**src/rtl/multi_cycle_controller.sv**
```systemverilog
// Multi-cycle MIPS-subset control FSM: sequences fetch/decode/execute/memory/writeback
// and counts retired instructions. Optional macro ILLEGAL_OP_TRAP_EN adds a sticky TRAP state.
module multi_cycle_controller #(
  parameter int OPCODE_W = 6,
  parameter int ALU_OP_W = 3,
  parameter int CNT_W    = 32
) (
  input  logic                clk,
  input  logic                rst,
  input  logic [OPCODE_W-1:0] opcode,
  input  logic                mem_ready,
  output logic                pc_w,
  output logic                pc_w_cond,
  output logic                i_or_d,
  output logic                ir_w,
  output logic                mem_r,
  output logic                mem_w,
  output logic                mem_to_reg,
  output logic                reg_dst,
  output logic                reg_w,
  output logic                alu_src_a,
  output logic [1:0]          alu_src_b,
  output logic [ALU_OP_W-1:0] alu_op,
  output logic [1:0]          pc_src,
  output logic                illegal,
  output logic [CNT_W-1:0]    retired
);

  localparam logic [OPCODE_W-1:0] OP_R    = OPCODE_W'(6'b000000);
  localparam logic [OPCODE_W-1:0] OP_LW   = OPCODE_W'(6'b100011);
  localparam logic [OPCODE_W-1:0] OP_SW   = OPCODE_W'(6'b101011);
  localparam logic [OPCODE_W-1:0] OP_BEQ  = OPCODE_W'(6'b000100);
  localparam logic [OPCODE_W-1:0] OP_J    = OPCODE_W'(6'b000010);
  localparam logic [OPCODE_W-1:0] OP_ADDI = OPCODE_W'(6'b001000);
  localparam logic [OPCODE_W-1:0] OP_ANDI = OPCODE_W'(6'b001100);
  localparam logic [OPCODE_W-1:0] OP_ORI  = OPCODE_W'(6'b001101);
  localparam logic [OPCODE_W-1:0] OP_SLTI = OPCODE_W'(6'b001010);

  localparam logic [ALU_OP_W-1:0] ALU_ADD   = ALU_OP_W'(3'b000);
  localparam logic [ALU_OP_W-1:0] ALU_SUB   = ALU_OP_W'(3'b001);
  localparam logic [ALU_OP_W-1:0] ALU_FUNCT = ALU_OP_W'(3'b010);
  localparam logic [ALU_OP_W-1:0] ALU_AND   = ALU_OP_W'(3'b011);
  localparam logic [ALU_OP_W-1:0] ALU_OR    = ALU_OP_W'(3'b100);
  localparam logic [ALU_OP_W-1:0] ALU_SLT   = ALU_OP_W'(3'b101);

  typedef enum logic [3:0] {
    FETCH     = 4'd0,
    DECODE    = 4'd1,
    MEM_ADDR  = 4'd2,
    MEM_READ  = 4'd3,
    MEM_WB    = 4'd4,
    MEM_WRITE = 4'd5,
    R_EXEC    = 4'd6,
    R_WB      = 4'd7,
    BRANCH    = 4'd8,
    JUMP      = 4'd9,
    I_EXEC    = 4'd10,
    I_WB      = 4'd11
`ifdef ILLEGAL_OP_TRAP_EN
    , TRAP    = 4'd12
`endif
  } state_e;

  state_e           state_q, state_d;
  logic [CNT_W-1:0] retired_q, retired_d;
  logic             retire;

  always_ff @(posedge clk) begin
    if (rst) begin
      state_q   <= FETCH;
      retired_q <= '0;
    end else begin
      state_q   <= state_d;
      retired_q <= retired_d;
    end
  end

  assign retired_d = retired_q + {{(CNT_W-1){1'b0}}, retire};
  assign retired   = retired_q;

  always_comb begin
    state_d    = state_q;
    retire     = 1'b0;
    pc_w       = 1'b0;
    pc_w_cond  = 1'b0;
    i_or_d     = 1'b0;
    ir_w       = 1'b0;
    mem_r      = 1'b0;
    mem_w      = 1'b0;
    mem_to_reg = 1'b0;
    reg_dst    = 1'b0;
    reg_w      = 1'b0;
    alu_src_a  = 1'b0;
    alu_src_b  = 2'b00;
    alu_op     = ALU_ADD;
    pc_src     = 2'b00;
`ifdef ILLEGAL_OP_TRAP_EN
    illegal    = 1'b0;
`endif
    case (state_q)
      FETCH: begin
        mem_r     = 1'b1;
        alu_src_b = 2'b01;
        if (mem_ready) begin
          ir_w    = 1'b1;
          pc_w    = 1'b1;
          state_d = DECODE;
        end
      end
      DECODE: begin
        // ALU precomputes PC + (imm << 2) so BRANCH can use the ALU out register
        alu_src_b = 2'b11;
        case (opcode)
          OP_LW, OP_SW:                     state_d = MEM_ADDR;
          OP_R:                             state_d = R_EXEC;
          OP_BEQ:                           state_d = BRANCH;
          OP_J:                             state_d = JUMP;
          OP_ADDI, OP_ANDI, OP_ORI, OP_SLTI: state_d = I_EXEC;
`ifdef ILLEGAL_OP_TRAP_EN
          default:                          state_d = TRAP;
`else
          default:                          state_d = FETCH;
`endif
        endcase
      end
      MEM_ADDR: begin
        alu_src_a = 1'b1;
        alu_src_b = 2'b10;
        if (opcode == OP_LW)      state_d = MEM_READ;
        else if (opcode == OP_SW) state_d = MEM_WRITE;
        else                      state_d = FETCH;
      end
      MEM_READ: begin
        mem_r  = 1'b1;
        i_or_d = 1'b1;
        if (mem_ready) state_d = MEM_WB;
      end
      MEM_WB: begin
        reg_w      = 1'b1;
        mem_to_reg = 1'b1;
        retire     = 1'b1;
        state_d    = FETCH;
      end
      MEM_WRITE: begin
        mem_w  = 1'b1;
        i_or_d = 1'b1;
        if (mem_ready) begin
          retire  = 1'b1;
          state_d = FETCH;
        end
      end
      R_EXEC: begin
        alu_src_a = 1'b1;
        alu_op    = ALU_FUNCT;
        state_d   = R_WB;
      end
      R_WB: begin
        reg_w   = 1'b1;
        reg_dst = 1'b1;
        retire  = 1'b1;
        state_d = FETCH;
      end
      BRANCH: begin
        alu_src_a = 1'b1;
        alu_op    = ALU_SUB;
        pc_w_cond = 1'b1;
        pc_src    = 2'b01;
        retire    = 1'b1;
        state_d   = FETCH;
      end
      JUMP: begin
        pc_w    = 1'b1;
        pc_src  = 2'b10;
        retire  = 1'b1;
        state_d = FETCH;
      end
      I_EXEC: begin
        alu_src_a = 1'b1;
        alu_src_b = 2'b10;
        case (opcode)
          OP_ANDI: alu_op = ALU_AND;
          OP_ORI:  alu_op = ALU_OR;
          OP_SLTI: alu_op = ALU_SLT;
          default: alu_op = ALU_ADD;
        endcase
        state_d = I_WB;
      end
      I_WB: begin
        reg_w   = 1'b1;
        retire  = 1'b1;
        state_d = FETCH;
      end
`ifdef ILLEGAL_OP_TRAP_EN
      TRAP: begin
        illegal = 1'b1;
        state_d = TRAP;
      end
`endif
      default: state_d = FETCH;
    endcase
  end

`ifndef ILLEGAL_OP_TRAP_EN
  assign illegal = 1'b0;
`endif

endmodule
```
**config.mk**
```make
export PLATFORM = sky130hd
export DESIGN_NAME = multi_cycle_controller
export DESIGN_NICKNAME = d
export VERILOG_FILES = /design/src/rtl/multi_cycle_controller.sv
export SDC_FILE = /design/constraint.sdc
export NUM_CORES = 1
export LEC_CHECK = 0
export ABC_CLOCK_PERIOD_IN_PS = 3600
export BUFFER_PORTS_ARGS = -buffer_cell sky130_fd_sc_hd__buf_4
export CAP_MARGIN = 20
export CORE_MARGIN = 8
export CORE_UTILIZATION = 50
export DETAILED_ROUTE_END_ITERATION = 8
export PLACE_DENSITY_LB_ADDON = 0.2
export SLEW_MARGIN = 20
export SYNTH_ARGS = -nofsm -noshare
export SYNTH_HDL_FRONTEND = slang
export SYNTH_SLANG_ARGS = --single-unit
export TNS_END_PERCENT = 20
```
**constraint.sdc**
```tcl
create_clock -name clk -period 3.6 [get_ports clk]
set_input_delay 0.54 -clock clk [delete_from_list [all_inputs] [get_ports clk]]
set_output_delay 0.54 -clock clk [all_outputs]
set_load 0.1 [all_outputs]
```
After elaboration in Yosys (flattened, before gate mapping)
Index checks and enable logic that the tools add are counted.

operators by class
  add/subtract/negate cells = 1
  eq/ne operators = 22
  multiplexer cells = 23
  reduce and logical (&&, ||, !) cells = 11

operators with widths
  kind                                                                    count
  32-bit by 1-bit adder with 32-bit output                                1
  4-bit one-hot mux with 7 select lines                                   1
  6-bit by 4-bit equality test with 1-bit output (second input constant)  4
  4-bit one-hot mux with 5 select lines                                   1
  3-bit one-hot mux with 3 select lines                                   2
  4-bit by 3-bit equality test with 1-bit output (second input constant)  4
  4-bit equality test (second input constant)                             4
  6-bit equality test (second input constant)                             2
  4-bit 2-to-1 mux                                                        3
  1-bit 2-to-1 mux                                                        10
  4-bit by 2-bit equality test with 1-bit output (second input constant)  2
  2-bit OR reduction                                                      4
  4-bit OR reduction                                                      2
  6-bit by 2-bit equality test with 1-bit output (second input constant)  1
  6-bit by 3-bit equality test with 1-bit output (second input constant)  1
  6-bit zero test                                                         1
  3-bit 2-to-1 mux                                                        2
  2-bit != test (second input constant)                                   3
  2-bit one-hot mux with 3 select lines                                   1
  5-bit OR reduction                                                      1
  4-bit by 1-bit equality test with 1-bit output (second input constant)  1
  4-bit zero test                                                         1
  1-bit one-hot mux with 2 select lines                                   2
  2-bit one-hot mux with 2 select lines                                   1
  2 further kinds                                                         2

word-level totals
  register bits after elaboration = 36
  input bits = 9
  output and inout bits = 50
  word-level logic and storage cells = 59

Depth between registers and ports, before layout
Gate-level depths: netlist (run 1).

  depth in word-level cells = 4
  mapped depth = 12
  depth with buffers taken out = 11

Worst setup path before layout (run 1)
OpenSTA, ideal clock, no wires.

  path type = register -> output
  start = register state_q[3]
  end = output pc_w
  data arrival time = 3531 ps
  setup slack = -471 ps
  stages on the path, launching flop included = 6
  cell sequence = dfxtp_1 -> clkbuf_1 -> nor2_1 -> nand2_1 -> nor3_1 -> or2_2

between the ends
  cells in the longest elaborated chain, start to end = 2
  elaborated cells on any way between the ends = 3

ends and longest elaborated chain
  what                                                           RTL line  RTL
  start, declared                                                64        state_e state_q, state_d;
  start signal, assigned                                         73        state_q <= state_d;
  4-bit equality test / 4-bit zero test (equally long branches)  100       case (state_q)
  1-bit one-hot mux with 2 select lines *                        100
  end, declared                                                  12        output logic pc_w,

Mark *: on every way between the ends. The rest lies on a longest branch, timed or not.

Worst setup path after layout (run 1)
  start = register state_q[1]
  end = register retired_q[29] (netlist: retired[29])

between the ends
  cells in the longest elaborated chain, start to end = 4
  elaborated cells on any way between the ends = 9

ends and longest elaborated chain
  what                                                                                          RTL line  RTL
  4-bit equality test / 4-bit by 3-bit equality test with 1-bit output (equally long branches)  100
  5-bit OR reduction (no source line)                                                           --
  1-bit one-hot mux with 2 select lines *                                                       100
  32-bit by 1-bit adder with 32-bit output *                                                    78        assign retired_d = retired_q + {{(CNT_W-1){1'b0}}, retire};
  end signal, assigned                                                                          74        retired_q <= retired_d;
  end, declared                                                                                 65        logic [CNT_W-1:0] retired_q, retired_d;

Marked as above.
A chain may end at the register's enable or synchronous reset.

==> results.md, run 1 <==
- The flow ran to the end, and the final reports show no timing, DRC or antenna violations.
- In the global route stage, met2 resource usage came out at 28.05%.
- Across every metal layer, demand over resource in global routing totals 16.29%.
- The peak supply drop is 202.2 µV.
- Max-cap violations in this run came to 0.
- The area of the multi-input gates is 1229 µm².
- The congestion estimate from routability-driven global placement came to 0.9160.
- The area share of the leading cell type in the synthesized netlist is 35.32%.
- The final layout contains routed wiring with a total length of 4.996 mm.
- The floorplan has 23 rows.
- The number of vias per cell after detailed routing is 5.516.
- Following the worst setup path forward leads to its endpoint at retired[29].
- The area of the die is 6382 µm².
- The CTS tree is built.
- The remaining max-slew budget at the tightest pin is 58.75%.
- The Yosys warning count is 0.
- The number of cells on the worst reg-to-reg path is 10.
- The core box area is 3971 µm².
- The cell area after layout is 2551 µm².
- Summed over all layers, the global routing overflow is 0.
- The flip-flop and latch area is 720.7 µm².
- The clock insertion delay at the later pin of the skew report is 0.29 ns.
- The launch point of the critical path is state_q[1].
- When the netlist entered floorplanning its net count stood at 263.
- The most used standard cell by instance count after synthesis is sky130_fd_sc_hd__nor2_1.
- In this run the count of I/O pins placed on the die edge is 59.
- The library cell used as clock root buffer is sky130_fd_sc_hd__clkbuf_8.
- The global-route met1 utilization is 18.16%.
- The post-detailed-route DRC marker count is 0.
- The routed layout has 1947 vias.
- The number of DRC markers in iteration 0 is 81.
- At the end of the flow, the number of nets in the layout was 313.
- The count of distinct cell types in the synthesized netlist is 48.
- The type of element launching the critical path is a flop.
- The via count of the first global-routing pass is 1922.
- The first global-routing pass estimated 8.604 mm of wire.
- Input and output buffers added on the ports amount to 57.
- The die extent in y is 79.89 µm.
- The width of the die is 79.89 µm.
- The final clock skew is 0.01061 ns.
- The post-synthesis cell area is 2041 µm².
- At the worst endpoint, the arrival time is 3.15 ns.
- The detail route stage leaves a number of antenna-violating nets equal to 0.
- The required arrival time at the worst endpoint is 3.82 ns.
- The analysis attributes to cell leakage a power of 1.071 nW.
- The most common flop cell mapped by yosys is sky130_fd_sc_hd__dfxtp_1.
- The post-DP HPWL is 3.682 mm.
- The share of flip-flops with an asynchronous set or reset is 0%.
- In the global route stage, met3 resource usage came out at 4.054%.
- In the post-synthesis netlist, the biggest area contributors are sky130_fd_sc_hd__dfxtp_1, sky130_fd_sc_hd__xor2_1, sky130_fd_sc_hd__nor2_1, sky130_fd_sc_hd__nand2_1, sky130_fd_sc_hd__nand4_1.
- The tightest hold path in the finished design has a slack of 0.4998 ns.
- The first detailed-routing pass ran for 4 iterations.
- Counting the buffers created by CTS gives 5.
- Hold repair after CTS inserted 0 buffers.
- Entering global routing, the biggest net connects 39 pins.
- The slew at the pin closest to its max-slew limit is 0.6130 ns.
- The class of the most critical setup path is flop to flop.
- The number of hold violations in the final report came to 0.
- The standard cell area after detailed placement is 2459 µm².
- Dividing total power by cell area gives a power density of 319.4 nW/µm².
- The number of enable flip-flop cells after synthesis is 0.
- The launch instance of the worst register-to-register path is state_q[1].
- Counting the fill cells in the layout gives 368.
- Of all cell types, the one taking the most synthesized area is sky130_fd_sc_hd__dfxtp_1.
- The mean post-synth cell area is 8.098 µm².
- The number of antenna violations at the first check in global routing is 0.
- The worst setup path is captured at a flop.
- The max-slew violation total from the final report is 0.
- Cells with a size suffix above 1 make up 24.75% of the layout.
- The share of synthesized area occupied by flip-flops and latches is 35.32%.
- met2 is the most crowded layer.
- The number of diodes added for antenna fixing is 0.
- Setup violations remaining at the end of the flow were counted as 0.
- The routed length per placed instance is 14.15 µm.
- The post-synthesis cell count is 252.
- The worst register-to-register path ends at retired[29].
- The post-cts resize count is 0.
- The initial utilization of the core area, before any placement, comes to 51.39%.
- The number of sinks handled by clock tree synthesis is 36.
- The maximum fanout count along the critical path is 17.
- After synthesis, the most frequently instantiated cells are sky130_fd_sc_hd__nor2_1, sky130_fd_sc_hd__dfxtp_1, sky130_fd_sc_hd__xor2_1, sky130_fd_sc_hd__nand2_1, sky130_fd_sc_hd__nand3_1.
- Synthesis inferred 36 register bits.
- Relative to the synthesized area, the layout overhead comes to 25.02%.
- Post-CTS timing repair inserted 0 buffers for setup.
- In this run the worst hold path is classified as primary input to flop.
- The H-tree level count is 2.
- For flop-to-flop paths, the worst setup slack is 0.67 ns.
- Counting along the longest clock path gives a buffer depth of 2.
- The clock period minus worst slack is 2.929 ns.
- Clock-pin slew was measured on the worst setup and hold paths at 0.07 ns.
- The highest achievable clock rate is 341.4 MHz.
- Dividing the final minimum period by the clock period gives 81.36%.
- Setup repair after global routing left no endpoint under its margin.
==> power breakdown <==
part | internal (mW) | total [mW] | switching [mW]
combinational | 0.0277 | 0.109 | 0.0810
clock | 0.153 | 0.301 | 0.148
sequential | 0.400 | 0.406 | 0.00602
==> flip-flops by register name, indices dropped and copies added (netlist names) <==
name     cells
state_q      4
retired     32
==> worst max-delay path, stage by stage (launching register included) <==
cell                      delay (ns)
sky130_fd_sc_hd__dfxtp_1        0.66
sky130_fd_sc_hd__inv_1          0.18
sky130_fd_sc_hd__nand2_1        0.19
sky130_fd_sc_hd__o21ai_0        0.10
sky130_fd_sc_hd__a21oi_1        0.18
sky130_fd_sc_hd__ha_1           0.20
sky130_fd_sc_hd__nand3_2        0.15
sky130_fd_sc_hd__nor4_4         0.56
sky130_fd_sc_hd__nand3_2        0.17
sky130_fd_sc_hd__or3_1          0.33
sky130_fd_sc_hd__a21oi_1        0.14
==> logic make-up after synthesis <==
family                     share of synthesized area (%)
and+or+nand+nor                                    35.25
DFF                                                35.32
xor gates and xnor gates                           12.88
AOI/OAI and AO/OA                                  9.934
adders and majority gates                          1.717
buffers and inverters                              4.721
other                                             0.1838
==> stage by stage <==
step	std cells	setup WS (ns)	TNS [ns]	total power [mW]	util (%)
finish	353	0.6711	0	0.8149	64.24
global route	353	0.4071	0	0.8440	64.24
CTS	353	0.6845	0	0.8208	64.24
detailed placement	345	0.7152	0	0.5235	61.91
global placement	345	0.7855	0	0.5233	61.91
floorplan	252	-0.4241	-0.9564	0.5012	-
==> area by class of cell <==
type                            count  area share, %
Timing Repair Buffer               57          16.77
Multi-Input combinational cell    197          48.16
Sequential cell                    36          28.25
Inverter                            5         0.7357
Clock inverter                      2         0.3923
Clock buffer                        6          3.237
Tap cell                           50          2.452
==> routing by layer <==
metal / up-vias / wire, µm / share of wire (%)
li1: 979 / - / -
met1: 901 / 2170 / 43
met2: 61 / 2477 / 50
met3: 6 / 266 / 5.3
met4: 0 / 82 / 1.6
met5: - / 0 / 0
==> worst min path at each step <==
stage	startpoint	to	slack, ns	depth (start not counted)
floorplan	state_q[0]	state_q[2]	0.58	2
global placement	retired[31]	retired[31]	0.51	2
global route	mem_ready	state_q[2]	0.50	2
CTS	mem_ready	state_q[2]	0.48	2
finish	mem_ready	state_q[2]	0.50	2
detailed placement	retired[29]	retired[29]	0.52	2
==> layout by cell type, fill, tap and decap left out, types with 2 or more instances in the layout <==
cell type	instances
sky130_fd_sc_hd__buf_4	57
sky130_fd_sc_hd__nor2_1	40
sky130_fd_sc_hd__dfxtp_1	36
sky130_fd_sc_hd__xor2_1	24
sky130_fd_sc_hd__nand2_1	20
sky130_fd_sc_hd__nand3_1	13
sky130_fd_sc_hd__nand4_1	11
sky130_fd_sc_hd__nor3_1	10
sky130_fd_sc_hd__a21oi_1	10
sky130_fd_sc_hd__o21ai_0	7
sky130_fd_sc_hd__nor2b_1	6
sky130_fd_sc_hd__xnor2_1	6
sky130_fd_sc_hd__clkbuf_8	6
sky130_fd_sc_hd__inv_1	5
sky130_fd_sc_hd__and3_1	5
sky130_fd_sc_hd__nand2b_1	3
sky130_fd_sc_hd__nor4_1	3
sky130_fd_sc_hd__or3_1	3
sky130_fd_sc_hd__nand3b_1	3
sky130_fd_sc_hd__or2_2	2
sky130_fd_sc_hd__o32ai_1	2
sky130_fd_sc_hd__nand3_2	2
sky130_fd_sc_hd__nor4_4	2
sky130_fd_sc_hd__o31a_1	2
sky130_fd_sc_hd__and4_1	2
sky130_fd_sc_hd__ha_1	2
sky130_fd_sc_hd__clkinv_2	2
No activity file was read; power rests on OpenSTA's default activity.
==> run 2, diff against run 1 <==
--- a/config.mk
+++ b/config.mk
@@ -5,7 +5,7 @@
 export SDC_FILE = /design/constraint.sdc
 export NUM_CORES = 1
 export LEC_CHECK = 0
-export ABC_CLOCK_PERIOD_IN_PS = 3600
+export ABC_CLOCK_PERIOD_IN_PS = 2800
 export BUFFER_PORTS_ARGS = -buffer_cell sky130_fd_sc_hd__buf_4
 export CAP_MARGIN = 20
 export CORE_MARGIN = 8
==> constraint.sdc (replaced) <==
create_clock -name clk -period 2.8 [get_ports clk]
set_input_delay 0.42 -clock clk [delete_from_list [all_inputs] [get_ports clk]]
set_output_delay 0.42 -clock clk [all_outputs]
set_load 0.1 [all_outputs]
==> results.md, run 2 (synthesized netlist as in run 1, its figures left out) <==
- The flow ran to the end, and the final reports show no timing, DRC or antenna violations.
- Clock skew on the completed layout was measured at 0.007029 ns.
- In this run the tightest slew margin relative to its limit is 59.34%.
- Post-CTS repair changed the size of 0 cells.
- The number of nets still failing antenna checks after routing is 0.
- The floorplan step defined a core boundary enclosing 3971 µm².
- The number of hold violations in the final report is 0.
- The total negative slack for setup checks is 0 ns.
- Clock-pin slew was measured on the worst setup and hold paths at 0.08 ns.
- The number of port buffers is 57.
- The clock insertion delay at the later pin of the skew report is 0.29 ns.
- The switching portion of total power is 23.01%.
- The max-slew violation total from the final report is 0.
- After detailed routing, the number of remaining DRC violations is 0.
- The CTS tree is built.
- The total global-route track usage is 16.17%.
- The share of post-route cells with drive strength above 1 is 26.30%.
- The number of DRC markers in iteration 0 is 123.
- Once the floorplan was initialized, standard cells occupied 51.39% of the core.
- IR analysis of the VDD net gives a maximum drop of 216.5 µV.
- The tool flagged a number of max-cap violations equal to 0.
- The via count of the first global-routing pass is 1875.
- Counting stages on the worst path, the most repeated cell is sky130_fd_sc_hd__ha_1.
- The final weighted congestion in routability-driven placement is 0.8939.
- The library cell used as clock root buffer is sky130_fd_sc_hd__clkbuf_8.
- The register with the most flip-flops in the layout has 32 of them.
- The share of total power dissipated in sequential elements is 40.0%.
- The growth of design area from synthesis to finish is 30.41%.
- The first global-routing pass estimated 8.638 mm of wire.
- The buffers plus inverters on the worst setup path is 1.
- The die extent in y is 79.89 µm.
- The cell type group with the largest total delay on the critical path is simple AND/OR/NAND/NOR gates.
- The cell area after layout is 2661 µm².
- The number of vias per cell after detailed routing is 5.500.
- The number of buffers inserted to repair setup after CTS is 0.
- The leakage component of the power is 1.126 nW.
- The total routed wirelength is 5.065 mm.
- The number of buffers inserted during clock tree synthesis is 5.
- The design draws 1.296 mW.
- The width of the die is 79.89 µm.
- The net count reported at finish is 318.
- The detailed router placed 1969 vias in this run.
- The type of element launching the critical path is a flop.
- For this design, the CTS-stage hold fixing added 0 buffers.
- The routed length per placed instance is 14.15 µm.
- The buffer depth of the longest clock path is 2.
- The clock network burns 48.7% of the power.
- The number of diodes added for antenna fixing is 0.
- The signal on the critical path passes through o21ai_0, a21oi_1, ha_1, ha_1, nand2_1, nor4_4, buf_4, nand4_1, xor2_1, nor2_1.
- The switching power of the nets is 0.2981 mW.
- Internal power comes to 0.9976 mW.
- The HPWL after detailed placement is 3.694 mm.
- Once placement finished, the instance area stood at 2487 µm².
- The class of the most critical setup path is flop to flop.
- For the worst setup path, the data required time is 2.97 ns.
- The largest net degree at the start of global routing is 39.
- The final global-route overflow total is 0.
- The arrival time of data at the critical path endpoint is 2.59 ns.
- The library cells used most frequently in the layout, excluding fill and tap cells, are sky130_fd_sc_hd__buf_4, sky130_fd_sc_hd__nor2_1, sky130_fd_sc_hd__dfxtp_1.
- The power share of the combinational group is 11.3%.
- The path class of the lowest-slack min-delay path is primary input to flop.
- Setup repair after global routing left no endpoint under its margin.
- The leading cell type in the layout, fill and taps excluded is sky130_fd_sc_hd__buf_4.
- Setup violations remaining at the end of the flow were counted as 0.
- The first detailed-routing pass ran for 4 iterations.
- The flip-flop and latch area is 720.7 µm².
- The number of antenna violations at the first check in global routing was 0.
- After layout, the minimum clock period comes to 2.419 ns.
- The number of fill cells in the layout is 352.
- The power density over the cells is 486.8 nW/µm².
- The sort of element at the end of the critical path is a flop.
- The die covers 6382 µm².
- The fraction of the cycle the final worst path needs is 86.41%.
- The area of the multi-input gates is 1235 µm².
- At the pin with the least slew margin, the transition time is 0.6044 ns.
- In this run the count of I/O pins placed on the die edge is 59.
- The row count is 23.
- The H-tree level count is 2.
- Static timing analysis puts the maximum clock frequency at 413.3 MHz.
- For this design, the slowest cell found on the critical path is sky130_fd_sc_hd__dfxtp_1.
- The number of sinks handled by clock tree synthesis is 36.
- Measured on the finished design, the core utilization comes to 67.01%.
- The maximum fanout count along the critical path is 13.
- The worst stage delay on the critical path is 0.57 ns.
-- run 2: cell count changes in the layout (fill, tap and decap cells not counted) --
cell	delta
sky130_fd_sc_hd__buf_4	+5
sky130_fd_sc_hd__bufinv_16	+3
sky130_fd_sc_hd__clkbuf_8	-1
sky130_fd_sc_hd__clkinv_2	-2
sky130_fd_sc_hd__nor4_1	-1
sky130_fd_sc_hd__nor4_2	+1
-- run 2: final timing paths --
check                    from     endpoint  slack (ns)  cells past startpoint
setup / recovery   state_q[2]  retired[18]        0.38                     10
hold / removal      mem_ready   state_q[2]        0.38                      2
setup reg to reg   state_q[2]  retired[18]        0.38                     10
hold reg to reg   retired[29]  retired[29]        0.52                      2
-- run 2: metal layers --
layer	vias up	part of all wire, %	GRT usage [%]
met5	-	0	0
met2	60	49	26.84
li1	990	-	-
met3	6	5.9	4.392
met1	913	44	19.26
met4	0	1.1	6.182
-- run 2: cell type report --
class	count	area share [%]
Inverter	5	0.7052
Tap cell	50	2.351
Clock buffer	5	2.586
Multi-Input combinational cell	197	46.40
Timing Repair Buffer	62	17.49
Clock inverter	3	3.385
Sequential cell	36	27.08
-- run 2: power groups by stage --
stage	sequential (mW)	clock [mW]	combinational [mW]
after floorplan	0.530	0	0.116
after global placement	0.530	0	0.146
after detailed placement	0.529	0	0.147
after CTS	0.517	0.645	0.147
after global routing	0.518	0.670	0.154
final	0.518	0.631	0.147
-- run 2: stage by stage --
step	hold WS (ns)	worst slack, ns	std cells
after detailed placement	0.5211	0.3306	348
after CTS	0.3744	0.2887	356
after floorplan	0.5241	-0.9802	252
final	0.3838	0.3806	358
after global placement	0.5136	0.4076	348
after global routing	0.3776	0.02576	358
==> run 3, diff against run 2 <==
--- a/config.mk
+++ b/config.mk
@@ -10,8 +10,9 @@
 export CAP_MARGIN = 20
 export CORE_MARGIN = 8
 export CORE_UTILIZATION = 50
+export CTS_BUF_LIST = sky130_fd_sc_hd__clkbuf_4 sky130_fd_sc_hd__clkbuf_8 sky130_fd_sc_hd__clkbuf_16
 export DETAILED_ROUTE_END_ITERATION = 8
-export PLACE_DENSITY_LB_ADDON = 0.2
+export PLACE_DENSITY = 0.88
 export SLEW_MARGIN = 20
 export SYNTH_ARGS = -nofsm -noshare
 export SYNTH_HDL_FRONTEND = slang
==> results.md, run 3 (synthesized netlist as in run 1, its figures left out) <==
- The flow ran to the end, and the final reports show no timing, DRC or antenna violations.
- The die extent in y is 79.89 µm.
- The area growth from synthesis to layout is 27.04%.
- The number of hold buffers added after CTS was 0.
- The wire length of the first global-routing pass is 8.618 mm.
- The power density over the cells is 407.6 nW/µm².
- The number of iterations in the first detailed-routing pass is 4.
- The master of the slowest instance on the critical path is sky130_fd_sc_hd__dfxtp_1.
- The peak supply drop is 206.3 µV.
- The leading cell type in the layout, fill and taps excluded is sky130_fd_sc_hd__buf_4.
- The hold path startpoint is mem_ready.
- Along the worst path, the maximum fanout reaches 13.
- Post-CTS timing repair inserted 0 buffers for setup.
- Counting both buffers and inverters, the worst setup path holds a total of 1.
- The flip-flop count of the largest register after layout is 32.
- The hold-critical path depth is 2.
- The H-tree level count is 2.
- The count of endpoints failing setup in the final report is 0.
- The post-cts resize count is 0.
- Total power for the finished layout comes to 1.057 mW.
- Detailed placement ended at an HPWL of 3.867 mm.
- The worst stage delay on the critical path is 0.59 ns.
- Counting I/O delays and the setup requirement, the final critical path takes 2.585 ns.
- The slew at the pin closest to its max-slew limit is 0.6073 ns.
- Among cell families on the critical path, the largest total delay comes from simple AND/OR/NAND/NOR gates.
- The type of element launching the critical path is a flop.
- The total routed wirelength is 5.211 mm.
- The worst register-to-register path begins at state_q[2].
- The required arrival time at the worst endpoint is 2.98 ns.
- After floorplanning, the core was sized to cover 3971 µm².
- Traced cell by cell, the critical path runs through o21ai_0, a21oi_1, ha_1, ha_1, nand2_1, nor4_4, buf_4, nand4_1, xor2_1, nor2_1.
- After detailed routing, the average wire length per cell comes to 14.60 µm.
- The number of antenna violations at the first check in global routing was 0.
- The path with the worst hold slack has its endpoint at state_q[2].
- The net count reported at finish is 317.
- The library cell used as clock root buffer is sky130_fd_sc_hd__clkbuf_8.
- The sort of element at the end of the critical path is a flop.
- The count of nets left with antenna violations once routing finished came out at 0.
- The area of the multi-input gates is 1235 µm².
- The sequential cells in the finished layout cover a total of 720.7 µm².
- The via count of the first global-routing pass is 1982.
- After floorplanning, the core was divided into 23 placement rows.
- The area of the die is 6382 µm².
- The longest clock path from root to sink contains 2 buffers.
- Dividing the final minimum period by the clock period gives 92.32%.
- The setup check on the worst reg-to-reg path leaves a slack of 0.22 ns.
- The max-slew violation total from the final report is 0.
- The largest net degree at the start of global routing is 39.
- The worst reg2reg path endpoint is retired[30].
- Including well taps, the total number of placed cells is 348.
- Buffers inserted during clock tree synthesis total 5.
- The share of post-route cells with drive strength above 1 is 26.06%.
- The initial utilization of the core area, before any placement, comes to 51.39%.
- The routed layout has 1996 vias.
- The number of hold violations in the final report is 0.
- The post-detailed-route DRC marker count is 0.
- The congestion estimate from routability-driven global placement came to 0.9802.
- The number of vias per cell after detailed routing is 5.591.
- The count of maximum capacitance violations is 0.
- The clock insertion delay at the later pin of the skew report is 0.29 ns.
- The top cell types in the final layout, fill and taps aside, are sky130_fd_sc_hd__buf_4, sky130_fd_sc_hd__nor2_1, sky130_fd_sc_hd__dfxtp_1.
- The number of fill cells in the layout is 347.
- The final clock skew is 0.01094 ns.
- The number of sinks handled by clock tree synthesis is 36.
- The number of diodes added for antenna fixing is 0.
- From left edge to right edge, the die measures 79.89 µm.
- TritonCTS built the clock tree.
- The remaining max-slew budget at the tightest pin is 59.14%.
- Excluding fillers, the count of instances in the completed layout stands at 357.
- After clock tree synthesis, the clock-pin slew on the worst setup and hold paths is 0.08 ns.
- Buffers placed on the I/O ports in this run total 57.
- The tightest hold margin is 0.3723 ns.
- The highest achievable clock rate is 386.9 MHz.
- The most common cell type on the critical path is sky130_fd_sc_hd__ha_1.
- The number of DRC markers in iteration 0 is 131.
- The number of cells on the worst reg-to-reg path is 10.
- The class of the most critical setup path is flop to flop.
- Global routing used 16.33% of the available tracks across all layers.
- Setup repair after global routing left no endpoint under its margin.
- The path class of the lowest-slack min-delay path is primary input to flop.
- The final global-route overflow total is 0.
- The top-level I/O count is 59.
- The arrival time of data at the critical path endpoint is 2.76 ns.
- In this run the static leakage power is 1.091 nW.
run 3: cell types whose count changed in the layout (fill, tap and decap cells not counted), sizes merged:
cell,delta
clkbuf,+2
clkinvlp,+1
buf,-1
bufinv,-3
run 3: layout make-up:
cell class	instances	share of cell area (%)
Tap cell	50	2.413
Clock buffer	7	3.475
Timing Repair Buffer	61	17.66
Inverter	5	0.7239
Multi-Input combinational cell	197	47.63
Sequential cell	36	27.80
Clock inverter	1	0.2896
run 3: how the worst max path moves through the flow:
stage                    start          end  slack, ns  cells past startpoint
finish              state_q[2]  retired[30]       0.22                     10
global route        state_q[2]  retired[26]       0.02                     10
CTS                 state_q[2]  retired[30]       0.23                      9
detailed placement  state_q[2]  retired[30]       0.24                      9
global placement    state_q[2]  retired[30]       0.42                      9
floorplan            opcode[2]    alu_op[2]      -0.98                      5
run 3: layer usage:
layer / GRT usage (%) / vias up / part of all wire (%) / wire, µm
met1: 18.80 / 915 / 43 / 2258
met3: 5.631 / 6 / 8.2 / 426
met2: 27.16 / 88 / 47 / 2453
li1: - / 987 / - / -
met5: 0 / - / 0 / 0
met4: 6.000 / 0 / 1.4 / 72
run 3: power by group:
part	internal, mW	switching, mW
combinational	0.0382	0.108
clock	0.210	0.183
sequential	0.514	0.00386
total	0.762	0.295
run 3: metrics by stage:
stage | TNS [ns] | area, µm² | util, % | setup WS [ns]
after global placement | 0 | 2487 | 62.63 | 0.4214
after CTS | 0 | 2585 | 65.09 | 0.2301
after global routing | 0 | 2592 | 65.28 | 0.01724
after detailed placement | 0 | 2487 | 62.63 | 0.2450
final | 0 | 2592 | 65.28 | 0.2152
after floorplan | -4.991 | 2052 | - | -0.9802
